<file path="src/rtl/ras_spec_ctrl_pkg.sv">
// Shared constants and types for the RAS speculation controller.
package ras_spec_ctrl_pkg;

    localparam logic [6:0] OPC_JAL    = 7'b1101111;
    localparam logic [6:0] OPC_JALR   = 7'b1100111;
    localparam logic [6:0] OPC_OP_IMM = 7'b0010011;
    localparam logic [2:0] F3_ADDI    = 3'b000;

    localparam logic [4:0] REG_ZERO = 5'd0;
    localparam logic [4:0] REG_RA   = 5'd1;

    // Stage record layout: {pushed, popped}
    localparam int REC_PUSHED = 1;
    localparam int REC_POPPED = 0;

    typedef logic [1:0] rec_t;

    typedef struct packed {
        logic       call;
        logic       ret;
        logic       mv_ra;
        logic [4:0] rd;
    } dec_t;

endpackage

</file>
<file path="src/rtl/ras_op_decode.sv">
// Combinational classifier of a fetched instruction into call / ret / mv_ra.
module ras_op_decode
    import ras_spec_ctrl_pkg::*;
#(
    parameter logic [4:0] RA_REG     = REG_RA,
    parameter logic [4:0] ALT_RA_REG = 5'd5
) (
    input  logic [31:0] instr_i,
    input  logic [4:0]  ra_track_i,
    output dec_t        dec_o
);

    logic [6:0]  opcode;
    logic [4:0]  rd;
    logic [4:0]  rs1;
    logic [2:0]  funct3;
    logic [11:0] imm;
    logic        rd_is_link;

    assign opcode     = instr_i[6:0];
    assign rd         = instr_i[11:7];
    assign funct3     = instr_i[14:12];
    assign rs1        = instr_i[19:15];
    assign imm        = instr_i[31:20];
    assign rd_is_link = (rd == RA_REG) || (rd == ALT_RA_REG);

    assign dec_o.call  = ((opcode == OPC_JAL) || (opcode == OPC_JALR)) && rd_is_link;
    assign dec_o.ret   = (opcode == OPC_JALR) && (rd == REG_ZERO) && (rs1 == ra_track_i);
    assign dec_o.mv_ra = (opcode == OPC_OP_IMM) && (funct3 == F3_ADDI) && (imm == 12'd0)
                         && (rs1 == ra_track_i) && (rd != REG_ZERO);
    assign dec_o.rd    = rd;

endmodule

</file>
<file path="src/rtl/ras_spec_ctrl.sv">
// RAS speculation controller: IF push/pop issue plus ID/EX rollback tracking.
// Optional ra-track update of mv_ra moves is enabled by defining RAS_RA_TRACK_EN.
module ras_spec_ctrl
    import ras_spec_ctrl_pkg::*;
#(
    parameter logic [4:0] RA_REG     = REG_RA,
    parameter logic [4:0] ALT_RA_REG = 5'd5
) (
    input  logic        clk,
    input  logic        rst_n,
    input  logic        if_valid,
    input  logic [31:0] if_instr,
    input  logic [31:0] if_pc,
    input  logic        stall,
    input  logic        flush_id,
    input  logic        flush_ex,
    input  logic        kill_ex,
    input  logic [4:0]  ra_track,
    output logic        pop,
    output logic        push,
    output logic [31:0] pc_add_4,
    output logic        rollback_pop_id,
    output logic        rollback_push_id,
    output logic        rollback_push_ex,
    output logic        WR_ra_track_en,
    output logic [4:0]  WR_ra_track_data
);

    dec_t dec;
    rec_t if_act;
    rec_t id_q, id_d;
    rec_t ex_q, ex_d;
    logic go;

    ras_op_decode #(
        .RA_REG     (RA_REG),
        .ALT_RA_REG (ALT_RA_REG)
    ) u_decode (
        .instr_i    (if_instr),
        .ra_track_i (ra_track),
        .dec_o      (dec)
    );

    // IF stage: decode is gated by rst_n so every output is quiet in reset
    assign go       = rst_n & if_valid & ~stall & ~flush_id & ~flush_ex & ~kill_ex;
    assign push     = go & dec.call;
    assign pop      = go & dec.ret;
    assign pc_add_4 = rst_n ? (if_pc + 32'd4) : 32'd0;

    always_comb begin
        if_act             = '0;
        if_act[REC_PUSHED] = push;
        if_act[REC_POPPED] = pop;
    end

    assign rollback_pop_id  = rst_n & (flush_ex | kill_ex) & id_q[REC_POPPED];
    assign rollback_push_id = rst_n & (flush_ex | kill_ex) & id_q[REC_PUSHED];
    assign rollback_push_ex = rst_n & kill_ex & ex_q[REC_PUSHED];

`ifdef RAS_RA_TRACK_EN
    assign WR_ra_track_en   = go & dec.mv_ra;
    assign WR_ra_track_data = (go & dec.mv_ra) ? dec.rd : 5'd0;
`else
    logic unused_mv_ra;
    assign unused_mv_ra     = ^{dec.mv_ra, dec.rd};
    assign WR_ra_track_en   = 1'b0;
    assign WR_ra_track_data = 5'd0;
`endif

    // IF -> ID -> EX record advance; killed stages clear on the same edge
    always_comb begin
        id_d = stall ? id_q : if_act;
        ex_d = stall ? rec_t'(2'b00) : id_q;
        if (flush_ex) begin
            id_d = '0;
        end
        if (kill_ex) begin
            id_d = '0;
            ex_d = '0;
        end
    end

    always_ff @(posedge clk) begin
        if (!rst_n) begin
            id_q <= '0;
            ex_q <= '0;
        end else begin
            id_q <= id_d;
            ex_q <= ex_d;
        end
    end

endmodule

</file>
<file path="config.mk">
export PLATFORM = sky130hd
export DESIGN_NAME = ras_spec_ctrl
export DESIGN_NICKNAME = d
export VERILOG_FILES = /design/src/rtl/ras_spec_ctrl_pkg.sv /design/src/rtl/ras_op_decode.sv /design/src/rtl/ras_spec_ctrl.sv
export SDC_FILE = /design/constraint.sdc
export NUM_CORES = 1
export LEC_CHECK = 0
export ABC_AREA = 1
export BUFFER_PORTS_ARGS = -buffer_cell sky130_fd_sc_hd__buf_2
export CELL_PAD_IN_SITES_DETAIL_PLACEMENT = 1
export CELL_PAD_IN_SITES_GLOBAL_PLACEMENT = 1
export CORE_ASPECT_RATIO = 1.75
export CORE_MARGIN = 2
export CORE_UTILIZATION = 21
export CTS_BUF_LIST = sky130_fd_sc_hd__clkbuf_16
export DETAILED_ROUTE_END_ITERATION = 10
export HOLD_SLACK_MARGIN = 0.08
export PLACE_DENSITY_LB_ADDON = 0.12
export RECOVER_POWER = 25
export SKIP_CTS_REPAIR_TIMING = 1
export SYNTH_ARGS = -nofsm -noshare
export SYNTH_HDL_FRONTEND = slang
export SYNTH_SLANG_ARGS = --single-unit
</file>
<file path="constraint.sdc">
create_clock -name clk -period 1.2 [get_ports clk]
set_clock_uncertainty 0.2 [all_clocks]
set_input_delay 0.12 -clock clk [delete_from_list [all_inputs] [get_ports clk]]
set_output_delay 0.12 -clock clk [all_outputs]
set_load 0.02 [all_outputs]
</file>
==> results.ini, run 1 <==
[route]
drt-vias-per-instance = 4.63
firstDrtPassIters = 4
drt-initial-drc-count = 74
drc = 0
drt-total-wl_um = 8850
ant_nets = 0
wl_per_cell_um = 15.7
num_vias = 2604

[cts]
clk_pin_slew_ps = 30
cts_made_buffers = 3
cts_root_buffer = clkbuf_16
cts_tree = done
cts.sinks = 3
clock_path_buffers = 2
clk_latency_ps = 220
htreeDepth = 1

[sta]
holdWs_ps = -107
post-route-period-util = 1.29
finalHoldViolations = 1
rsz0062_at_grt = true
setup_tns_ps = -6150
setup-violations-final = 28
fin_crit_ps = 1540
max_freq_ghz = 0.648
slew_viol_final = 0
fin_ws_ps = -343

[logic_synthesis]
ys_types = 29
synth_ff_type = dfxtp_1
synth.most_common_cell = nand2_1
synth_enable_flop_cells = 0
ys_ff_latch = 3
async_flop_share = 0
synth_area_leader_cell = nand2_1
synth_cells = 320
yosys.area.top_type_share = 0.281
avgSynthCellArea_um2 = 4.63
synth_area_leaders = nand2_1, nor2_1, inv_1, nand3_1, nor2_2
syn_area_um2 = 1480
yosys-top-cells-count = nand2_1, nor2_1, inv_1
ys_seq_area_frac = 0.0405
yosys_warnings = 0

[global_route]
grt_first_pass_wirelength_um = 11900
grt.overflow.total = 0
grt_pass1_vias = 2682
grt_max_degree = 13
antenna_found_initial = 0
grt_use_total = 0.197

[cells_and_area]
final_area_um2 = 3590
insertedDiodeCount = 0
drive_above_1_share = 0.645
syn_to_final_growth_pct = 142
nNetsFinal = 557
fin_util = 0.524
fillers = 906

[power_and_ir_drop]
peakVddDrop_uv = 605
powerDensity_nw_per_um2 = 457
leakage_nw = 1.84
p_total_mw = 1.64

[hold_path]
hold_end = ex_q[1]
min-delay-path-class = in -> reg
hp-start = kill_ex
whs_path_depth = 2

[outcome]
status = complete, but fails checks
violations = negative hold slack, negative setup slack

[floorplan]
coreArea_um2 = 6860
io-pin-count = 119
rows = 40
die_h_um = 115
dieWidth_um = 67.5
dieArea_um2 = 7770
start_util = 0.216

[placed_design]
gp_congestion = 0.854
hpwlAfterDp_um = 6640
pre_cts_slack_ps = -425
io_buffers = 97
place_area_um2 = 2550

[setup_path]
timing.rr.end = ex_q[1]
r2r_slack_ps = 290
worstPathMaxFanout = 3
crit_arrival_ps = 1220
r2r_cells = 2
path_class = in -> out
startpoint_type = input pin
cp.required_ps = 880
end_kind = output port
rr_startpoint = id_q[1]

[job]
max-cap-violations = 0

==> metal layers <==
metal,share of wire,track usage,vias to the layer above
li1,-,-,1290
met3,0.043,0.0186,17
met2,0.62,0.418,88
met5,0,0,-
met4,0.037,0.0653,0
met1,0.30,0.179,1209
==> flip-flops by register name, indices dropped and copies added (netlist names) <==
| name | cells |
|---|---|
| ex_q | 1 |
| id_q | 2 |
==> how the worst max path moves through the flow <==
stage          slack (ps)            to       from
4_1_cts              -430  pc_add_4[28]   if_pc[8]
3_3_place_gp         -430  pc_add_4[28]   if_pc[8]
6_report             -340  pc_add_4[26]  if_pc[21]
3_5_place_dp         -420  pc_add_4[28]   if_pc[8]
5_1_grt              -410  pc_add_4[26]  if_pc[21]
2_1_floorplan         -70  pc_add_4[18]   if_pc[3]
==> cells in the final DEF, fill, tap and decap left out, drive strengths merged <==
cell type	n
buf	158
nand2	116
nor2	83
inv	48
nand3	20
o21ai	12
a21oi	9
conb	6
nor3	4
clkbuf	4
o21a	3
xnor2	3
dfxtp	3
nand4	2
nor3b	2
nand3b	1
a31oi	1
nor2b	1
and3	1
nor4	1
ha	1
==> worst max-delay path, stage by stage <==
cell and delay (ps):
buf_4 120, nand2_2 80, nor2_4 190, nand2_1 110, nor2_2 150, nand2_1 90, nand2_1 90, nand2_2 70
nor2_4 90, buf_6 120
==> final cells by class <==
class | instances | area, um2 | share of cell area
flip-flops and latches | 3 | 61.3 | 0.0171
repair buffers | 159 | 1330 | 0.371
clock buffers | 3 | 75.1 | 0.0209
well taps | 84 | 105 | 0.0293
clock inverters | 1 | 3.75 | 0.00105
multi-input cells | 266 | 1830 | 0.508
inverters | 47 | 189 | 0.0526
==> metrics by stage <==
stage          cells  hold WS [ps]
6_report         563          -107
3_3_place_gp     551           145
4_1_cts          555         -72.7
5_1_grt          563         -99.7
2_1_floorplan    325         -1.93
3_5_place_dp     551           154
==> cells by family (layout without fill, tap and decap cells) <==
family / count (synthesis) / in the layout / share of synthesized area
XOR/XNOR: 3 / 3 / 0.0177
adder cells (fa/ha/maj): 1 / 1 / 0.00844
flip-flops: 3 / 3 / 0.0405
buffers and inverters: 56 / 210 / 0.157
AO/OA/AOI/OAI: 25 / 25 / 0.0903
other: 1 / 6 / 0.00253
AND/OR/NAND/NOR: 231 / 231 / 0.684
==> power by group <==
part | internal [mW] | switching [mW] | total (mW)
logic | 0.467 | 0.549 | 1.02
clock network | 0.430 | 0.0946 | 0.525
registers | 0.102 | 0.000581 | 0.102
Power figures use the tool's default switching activity.
==> inputs of run 2 (changes only) <==
--- a/config.mk
+++ b/config.mk
@@ -7,11 +7,9 @@
 export LEC_CHECK = 0
 export ABC_AREA = 1
 export BUFFER_PORTS_ARGS = -buffer_cell sky130_fd_sc_hd__buf_2
-export CELL_PAD_IN_SITES_DETAIL_PLACEMENT = 1
-export CELL_PAD_IN_SITES_GLOBAL_PLACEMENT = 1
 export CORE_ASPECT_RATIO = 1.75
 export CORE_MARGIN = 2
-export CORE_UTILIZATION = 21
+export CORE_UTILIZATION = 36
 export CTS_BUF_LIST = sky130_fd_sc_hd__clkbuf_16
 export DETAILED_ROUTE_END_ITERATION = 10
 export HOLD_SLACK_MARGIN = 0.08
==> run 2 against run 1 <==
  * Combinational power down 4%
  * Highest routed layer unchanged
  * Largest power group unchanged
  * Final area down 5.5%
  * The flow finishes with violations (negative setup slack)
  * Total power down 1.7%
  * Worst hold slack better by 120 ps
  * Non-clock buffer count down 8
  * Critical path depth up 1
  * Sequential share of layout area up 0.063 points
  * Via count up 3.7%
  * Final cell count down 7.8%
  * Sequential power about the same
==> results.ini, run 2 (synthesized netlist as in run 1, its figures left out) <==
[hold_path]
hp-start = stall
whs_path_depth = 3
min-delay-path-class = in -> reg
hold_end = ex_q[1]

[cts]
cts_root_buffer = clkbuf_16
clk_latency_ps = 220
cts_made_buffers = 3
clock_path_buffers = 2
cts_tree = done
cts.sinks = 3
clk_pin_slew_ps = 30
htreeDepth = 1

[route]
num_vias = 2700
firstDrtPassIters = 4
wl_per_cell_um = 15.8
drc = 0
drt-vias-per-instance = 5.20
drt-total-wl_um = 8200
ant_nets = 0
drt-initial-drc-count = 61

[global_route]
grt_use_total = 0.255
grt_pass1_vias = 2332
grt.overflow.total = 0
grt_max_degree = 13
antenna_found_initial = 0
grt_first_pass_wirelength_um = 9070

[setup_path]
startpoint_type = input pin
path_class = in -> out
cp_cell_sequence = buf_8 -> ha_4 -> nand2_4 -> nor2_1 -> nand2_1 -> inv_2 -> nand2_1 -> nand2_1 -> nand2_1 -> nor2_2 -> buf_4
slowest_stage = nor2_1
cp.required_ps = 880
end_kind = output port
cp_top_family = simple AND/OR/NAND/NOR gates
worst-path-buf-inv = 3
timing.rr.end = ex_q[1]
rr_startpoint = id_q[1]
worstPathMaxFanout = 5
r2r_cells = 2
cpPeakStageDelay_ps = 180
r2r_slack_ps = 250
path_common_cell = nand2_1
crit_arrival_ps = 1280

[cells_and_area]
drive_above_1_share = 0.618
syn_to_final_growth_pct = 129
layout_commonest_cell = nand2_1
fin_util = 0.869
nNetsFinal = 549
final_cell_mix = nand2_1, buf_4, buf_2
max_flop_register = id_q
fin_cells = 519
insertedDiodeCount = 0
reg_top3 = id_q x2, ex_q x1
final_area_um2 = 3390
largest_reg_flops = 2
fillers = 230

[sta]
max_freq_ghz = 0.626
rsz0062_at_grt = true
slew_viol_final = 0
post-route-period-util = 1.33
finalHoldViolations = 0
holdWs_ps = 12.9
setup_tns_ps = -6970
fin_crit_ps = 1600
setup-violations-final = 30
fin_ws_ps = -398

[floorplan]
io-pin-count = 119
die_h_um = 88.9
dieWidth_um = 52.5
dieArea_um2 = 4670
rows = 30
start_util = 0.380
coreArea_um2 = 3900

[power_and_ir_drop]
p_total_mw = 1.61
leakage_nw = 1.73
powerDensity_nw_per_um2 = 476
combinationalPowerShare = 0.608
power.share.sequential = 0.063
p_switching_uw = 642
switching_share = 0.398
p_clk_frac = 0.329
p_int_uw = 972
peakVddDrop_uv = 848

[placed_design]
io_buffers = 97
dp.cells = 507
pre_cts_slack_ps = -356
gp_congestion = 0.894
hpwlAfterDp_um = 5080
place_area_um2 = 2440

[job]
max-cap-violations = 0

[outcome]
violations = negative setup slack
status = complete, but fails checks

==> run 2: worst reg2reg max path, delay by kind of cell (launching register included) <==
kind                   cells  cell delay (ps)
DFF                        1              330
and+or+nand+nor            1              270
buffers and inverters      1               50
==> run 2: power by group through the flow <==
stage / clock network (mW) / logic [mW] / registers [mW]
floorplan: 0 / 0.353 / 0.103
global placement: 0 / 0.671 / 0.104
detailed placement: 0 / 0.679 / 0.104
CTS: 0.535 / 0.681 / 0.102
global route: 0.545 / 1.04 / 0.102
finish: 0.531 / 0.981 / 0.102
==> run 2: worst max path at each step <==
stage                          from            to  cells after the start
after floorplan            if_pc[3]  pc_add_4[18]                      6
after global placement    if_pc[15]  pc_add_4[26]                     10
after detailed placement   if_pc[3]  pc_add_4[27]                     11
after CTS                  if_pc[3]  pc_add_4[27]                     11
after global routing       if_pc[3]  pc_add_4[24]                     11
final                      if_pc[3]  pc_add_4[24]                     11
==> run 2: cell type report <==
| type | instances | area (um2) | area share |
|---|---|---|---|
| inverter | 47 | 186 | 0.0549 |
| clock inverter | 1 | 3.75 | 0.00111 |
| timing repair buffer | 151 | 1220 | 0.359 |
| multi-input combinational | 266 | 1790 | 0.528 |
| sequential | 3 | 60.1 | 0.0177 |
| tap | 48 | 60.1 | 0.0177 |
| clock buffer | 3 | 75.1 | 0.0221 |
==> run 2: routing by layer <==
metal | GRT usage | wire [um] | vias to the layer above
met2 | 0.556 | 4530 | 146
li1 | - | - | 1272
met5 | 0 | 0 | -
met3 | 0.0268 | 560 | 49
met4 | 0.107 | 619 | 0
met1 | 0.210 | 2490 | 1233
